<file path="src/rtl/polarity_pipe_if.sv">
// polarity_pipe_if: bundles the sample stream, transform controls and output
// stream of polarity_pipe.
//   master modport: stimulus side (drives in_*, mode, mask_*, out_ready)
//   slave modport : the pipeline itself
//   in_valid/in_ready/in_data    : input sample handshake
//   mode                         : transform select applied at acceptance
//   mask_load/mask_in            : mask register write strobe and value
//   out_valid/out_ready/out_data : output sample handshake
interface polarity_pipe_if #(
   parameter int unsigned WIDTH = 8
);
   logic             in_valid;
   logic             in_ready;
   logic [WIDTH-1:0] in_data;
   logic [1:0]       mode;
   logic             mask_load;
   logic [WIDTH-1:0] mask_in;
   logic             out_valid;
   logic             out_ready;
   logic [WIDTH-1:0] out_data;

   modport master (
      output in_valid, in_data, mode, mask_load, mask_in, out_ready,
      input  in_ready, out_valid, out_data
   );

   modport slave (
      input  in_valid, in_data, mode, mask_load, mask_in, out_ready,
      output in_ready, out_valid, out_data
   );
endinterface

</file>
<file path="src/rtl/polarity_pipe.sv">
// polarity_pipe: STAGES-deep registered valid/ready pipeline that applies a
// polarity transform (pass, invert, XOR mask, invert odd samples) as a sample
// enters stage 0, and counts completed output transfers.
//   clk        : system clock, rising edge
//   rst_n      : asynchronous active-low reset
//   bus        : polarity_pipe_if slave (input/output streams, mode, mask)
//   xfer_count : output handshakes completed, modulo 2^COUNT_W
module polarity_pipe #(
   parameter int unsigned WIDTH   = 8,
   parameter int unsigned STAGES  = 2,
   parameter int unsigned COUNT_W = 16
) (
   input  logic               clk,
   input  logic               rst_n,
   polarity_pipe_if.slave     bus,
   output logic [COUNT_W-1:0] xfer_count
);

   logic [STAGES-1:0] v_q;
   logic [WIDTH-1:0]  d_q [STAGES];
   logic [STAGES-1:0] ready;
   logic [WIDTH-1:0]  mask_q;
   logic              toggle_q;
   logic [COUNT_W-1:0] xfer_q;
   logic              accept;
   logic              xfer;
   logic [WIDTH-1:0]  xform;

   // ready[i] = ~v[i] | ready[i+1], unrolled as a running OR from the output
   // end so the vector never depends on itself.
   always_comb begin
      logic r;
      r     = bus.out_ready;
      ready = '0;
      for (int i = int'(STAGES) - 1; i >= 0; i--) begin
         r        = r | ~v_q[i];
         ready[i] = r;
      end
   end

   assign accept = bus.in_valid & ready[0];
   assign xfer   = v_q[STAGES-1] & bus.out_ready;

   always_comb begin
      xform = bus.in_data;
      unique case (bus.mode)
         2'b00: xform = bus.in_data;
         2'b01: xform = ~bus.in_data;
         2'b10: xform = bus.in_data ^ mask_q;
         2'b11: xform = toggle_q ? ~bus.in_data : bus.in_data;
      endcase
   end

   always_ff @(posedge clk or negedge rst_n) begin
      if (!rst_n) begin
         v_q      <= '0;
         for (int i = 0; i < int'(STAGES); i++) d_q[i] <= '0;
         mask_q   <= '0;
         toggle_q <= 1'b0;
         xfer_q   <= '0;
      end else begin
         if (ready[0]) begin
            v_q[0] <= accept;
            if (accept) d_q[0] <= xform;
         end
         // Data only moves with a valid sample so idle outputs stay quiet.
         for (int i = 1; i < int'(STAGES); i++) begin
            if (ready[i]) begin
               v_q[i] <= v_q[i-1];
               if (v_q[i-1]) d_q[i] <= d_q[i-1];
            end
         end
         // Mask written here is seen by the next cycle's acceptance.
         if (bus.mask_load) mask_q <= bus.mask_in;
         if (accept) toggle_q <= ~toggle_q;
         if (xfer) xfer_q <= xfer_q + COUNT_W'(1);
      end
   end

   assign bus.in_ready  = ready[0];
   assign bus.out_valid = v_q[STAGES-1];
   assign bus.out_data  = d_q[STAGES-1];
   assign xfer_count    = xfer_q;

endmodule
</file>
<file path="src/flat_wrapper.sv">
// flat-port wrapper written by rule: the top's interface ports become plain ports
module polarity_pipe_flat 
#(
   parameter int unsigned WIDTH   = 8,
   parameter int unsigned STAGES  = 2,
   parameter int unsigned COUNT_W = 16
)
  (clk, rst_n, xfer_count, bus_in_valid, bus_in_data, bus_mode, bus_mask_load, bus_mask_in, bus_out_ready, bus_in_ready, bus_out_valid, bus_out_data);
  polarity_pipe_if #(.WIDTH(WIDTH)) bus_i ();
  input  logic clk;
  input  logic rst_n;
  output logic [COUNT_W-1:0] xfer_count;
  input wire logic [$bits(bus_i.in_valid)-1:0] bus_in_valid;
  input wire logic [$bits(bus_i.in_data)-1:0] bus_in_data;
  input wire logic [$bits(bus_i.mode)-1:0] bus_mode;
  input wire logic [$bits(bus_i.mask_load)-1:0] bus_mask_load;
  input wire logic [$bits(bus_i.mask_in)-1:0] bus_mask_in;
  input wire logic [$bits(bus_i.out_ready)-1:0] bus_out_ready;
  output wire logic [$bits(bus_i.in_ready)-1:0] bus_in_ready;
  output wire logic [$bits(bus_i.out_valid)-1:0] bus_out_valid;
  output wire logic [$bits(bus_i.out_data)-1:0] bus_out_data;
  assign bus_i.in_valid = bus_in_valid;
  assign bus_i.in_data = bus_in_data;
  assign bus_i.mode = bus_mode;
  assign bus_i.mask_load = bus_mask_load;
  assign bus_i.mask_in = bus_mask_in;
  assign bus_i.out_ready = bus_out_ready;
  assign bus_in_ready = bus_i.in_ready;
  assign bus_out_valid = bus_i.out_valid;
  assign bus_out_data = bus_i.out_data;
  polarity_pipe #(.WIDTH(WIDTH), .STAGES(STAGES), .COUNT_W(COUNT_W)) u_core (.clk(clk), .rst_n(rst_n), .bus(bus_i), .xfer_count(xfer_count));
endmodule
</file>
<file path="config.mk">
export PLATFORM = sky130hd
export DESIGN_NAME = polarity_pipe_flat
export DESIGN_NICKNAME = d
export VERILOG_FILES = /design/src/rtl/polarity_pipe_if.sv /design/src/rtl/polarity_pipe.sv /design/src/flat_wrapper.sv
export SDC_FILE = /design/constraint.sdc
export NUM_CORES = 1
export LEC_CHECK = 0
export ABC_AREA = 1
export CAP_MARGIN = 20
export CORE_AREA = 2 2 72 74
export CTS_CLUSTER_SIZE = 28
export DETAILED_ROUTE_END_ITERATION = 8
export DIE_AREA = 0 0 74 76
export PLACE_DENSITY = 0.76
export SYNTH_ARGS = -nofsm -noshare
export SYNTH_HDL_FRONTEND = slang
export SYNTH_SLANG_ARGS = --single-unit
</file>
<file path="constraint.sdc">
create_clock -name clk -period 1.4 [get_ports clk]
set_input_delay 0.21 -clock clk [delete_from_list [all_inputs] [get_ports clk]]
set_output_delay 0.21 -clock clk [all_outputs]
set_load 0.05 [all_outputs]
</file>
==> reports/metrics.cfg <==
[synthesis]
synth_top_family_by_area=simple AND/OR/NAND/NOR gates
ys_ff_latch=43
syn_avg_cell_area_sq_um=8.22
yosysWarnings=0
muxShareOfSynthArea=0.00529
synth_xor_area_frac=0.0412
netlist_area_sq_mm=0.00213
yosysSeqAreaShare=0.506
syn_nets=283
yosys.area_share.simple=0.217
yosysUniqueCellTypes=22
synth-adder-area-share=0.00588
synthCells=259
synth_compound_area_frac=0.104

[setup_path]
setup.worst_path.end_class=primary output
cp_data_required_time_ps=1190
startpoint_type=register
critical_path_class=reg -> out
critPathMaxFanout=4
arrival_ps=1120

[finish]
drive_above_1_share=0.225
diodes=0
final_common_cell=nand2_1
nets=339
area_growth_pct=47.7
final_cell_mix=nand2_1 (78), inv_1 (41), dfrtp_1 (33), o21ai_0 (32), buf_12 (30)
n_fill_cell=377
final_area_sq_mm=0.00314

[placement]
placed_area_sq_mm=0.00304
numPortBuffers=48
gp_congestion=0.749
dp_slack_ps=-189
hpwlAfterDp_um=3200

[route]
drt-vias-per-instance=4.47
drtIter0Drc=77
antenna_left=0
wl_per_cell_um=10.4
routed_wl_um=3990
drc=0
drt_first_pass_iters=4
dr_total_vias=1720

[sta]
layout_min_cycle_time_ps=1330
relSlewSlack=0.713
rsz0062_at_grt=false
clock_skew_ps=5.06
fmax_mhz=753
fin_crit_sh=0.948
hold_viol_final=0
worst_slew_pin_slew_ps=430
setup_viol=0
fin_ws_ps=72.8
finalMaxSlewViolations=0

[flow_run]
maxCapViolCount=0

[global_routing]
grt_pass1_wl_um=7130
grt_max_degree=28
antenna_found_initial=0
grt_overflow=0
grt_pass1_vias=1722
grt_use_total=0.163

[clocking]
cts_tree=yes
cts.sinks=43
clk_path_buf_depth=2
ctsRootBufferMaster=clkbuf_8
clk_pin_slew_ps=70
cts_inserted_buffers=5
worstSkewPairLatency_ps=290
htreeDepth=2

[die]
dieWidth_um=74
dieArea_sq_mm=0.00562
io_pins=49
dieHeight_um=76
rows=26
start_util=0.433
core-area_sq_mm=0.00491

[pwr]
p_total_uw=4510
peakVddDrop_uv=956
p_per_area_mw_per_mm2=1440
static-leakage-power_uw=0.00152

[min_path]
min_path_type=in -> async

[outcome]
status=complete, no violations

[cell usage after synthesis, drive strengths merged]
| library cell | count | area [sq um] |
|---|---|---|
| buf | 12 | 88.8 |
| clkbuf | 1 | 3.75 |
| dfrtp | 43 | 1080 |
| ha | 1 | 12.5 |
| inv | 44 | 165 |
| mux2 | 1 | 11.3 |
| nand2 | 82 | 318 |
| nand3 | 9 | 45.0 |
| nand3b | 1 | 7.51 |
| nand4 | 3 | 18.8 |
| nor2 | 10 | 62.6 |
| nor3 | 2 | 10.0 |
| o211ai | 7 | 52.6 |
| o21ai | 33 | 169 |
| xnor2 | 3 | 26.3 |
| xor2 | 7 | 61.3 |
[cell families (layout without fill, tap and decap cells)]
| group | Yosys count | in the layout |
|---|---|---|
| adder cells (fa/ha/maj) | 1 | 1 |
| XOR/XNOR | 10 | 10 |
| AND/OR/NAND/NOR | 107 | 107 |
| multiplexers | 1 | 1 |
| buffers and inverters | 57 | 113 |
| AO/OA/AOI/OAI | 40 | 40 |
| flip-flops | 43 | 43 |
[power breakdown]
part	switching, uW	internal (uW)
clock network	395	344
registers	280	1500
logic	1030	964
[final cells by class]
| cell class | instances | area, sq um | share of cell area |
|---|---|---|---|
| well taps | 70 | 87.6 | 0.0279 |
| inverters | 44 | 165 | 0.0525 |
| repair buffers | 62 | 892 | 0.284 |
| clock buffers | 7 | 76.3 | 0.0243 |
| flip-flops and latches | 43 | 1090 | 0.346 |
| multi-input cells | 159 | 835 | 0.265 |
[metrics by stage]
stage / cells / setup TNS [ps] / hold WS, ps / utilization
3_3_place_gp: 375 / -2230 / 153 / 0.619
4_1_cts: 383 / 0 / 397 / 0.636
3_5_place_dp: 375 / -3460 / 170 / 0.619
6_report: 385 / 0 / 388 / 0.640
5_1_grt: 385 / 0 / 431 / 0.640
2_1_floorplan: 259 / -50.7 / -85.6 / -
[flip-flops by register name, indices dropped and copies added (netlist names)]
signal and count:
u_core.toggle_q 1, u_core.mask_q 8, u_core.bus.out_data 8, u_core.xfer_count 16, u_core.v_q 2, u_core.d_q 8
[repair_timing]
item,4_1_cts,5_1_grt
setup endpoints to repair,1,5
resized for setup,2,1
hold buffers,1,0
pin swaps,0,1
buffers inserted,0,2
endpoints found under the hold margin,16,0
[critical path, stage by stage (launching register included)]
cell	delay, ps
dfrtp_2	430
nand3_4	110
buf_12	140
buf_12	130
[path summary, 6_finish.rpt]
| kind | start | cells after the start | end | slack (ps) |
|---|---|---|---|---|
| worst max-delay path | u_core.v_q[1] | 3 | bus_in_ready | 70 |
| worst min register to register | u_core.d_q[13] | 2 | u_core.d_q[13] | 500 |
| max in group asynchronous | rst_n | 3 | u_core.xfer_count[6] | 520 |
| min in group clk | bus_out_ready | 4 | u_core.v_q[1] | 470 |
| worst max register to register | u_core.xfer_count[0] | 7 | u_core.xfer_count[8] | 110 |
| worst min-delay path | rst_n | 2 | u_core.xfer_count[15] | 390 |
[routing by layer]
layer / vias up / part of all wire / global-route usage
li1: 905 / - / -
met1: 767 / 0.44 / 0.193
met2: 42 / 0.50 / 0.280
met3: 6 / 0.048 / 0.0463
met4: 0 / 0.014 / 0.0491
met5: - / 0 / 0
(Power assumes the default switching activity.)
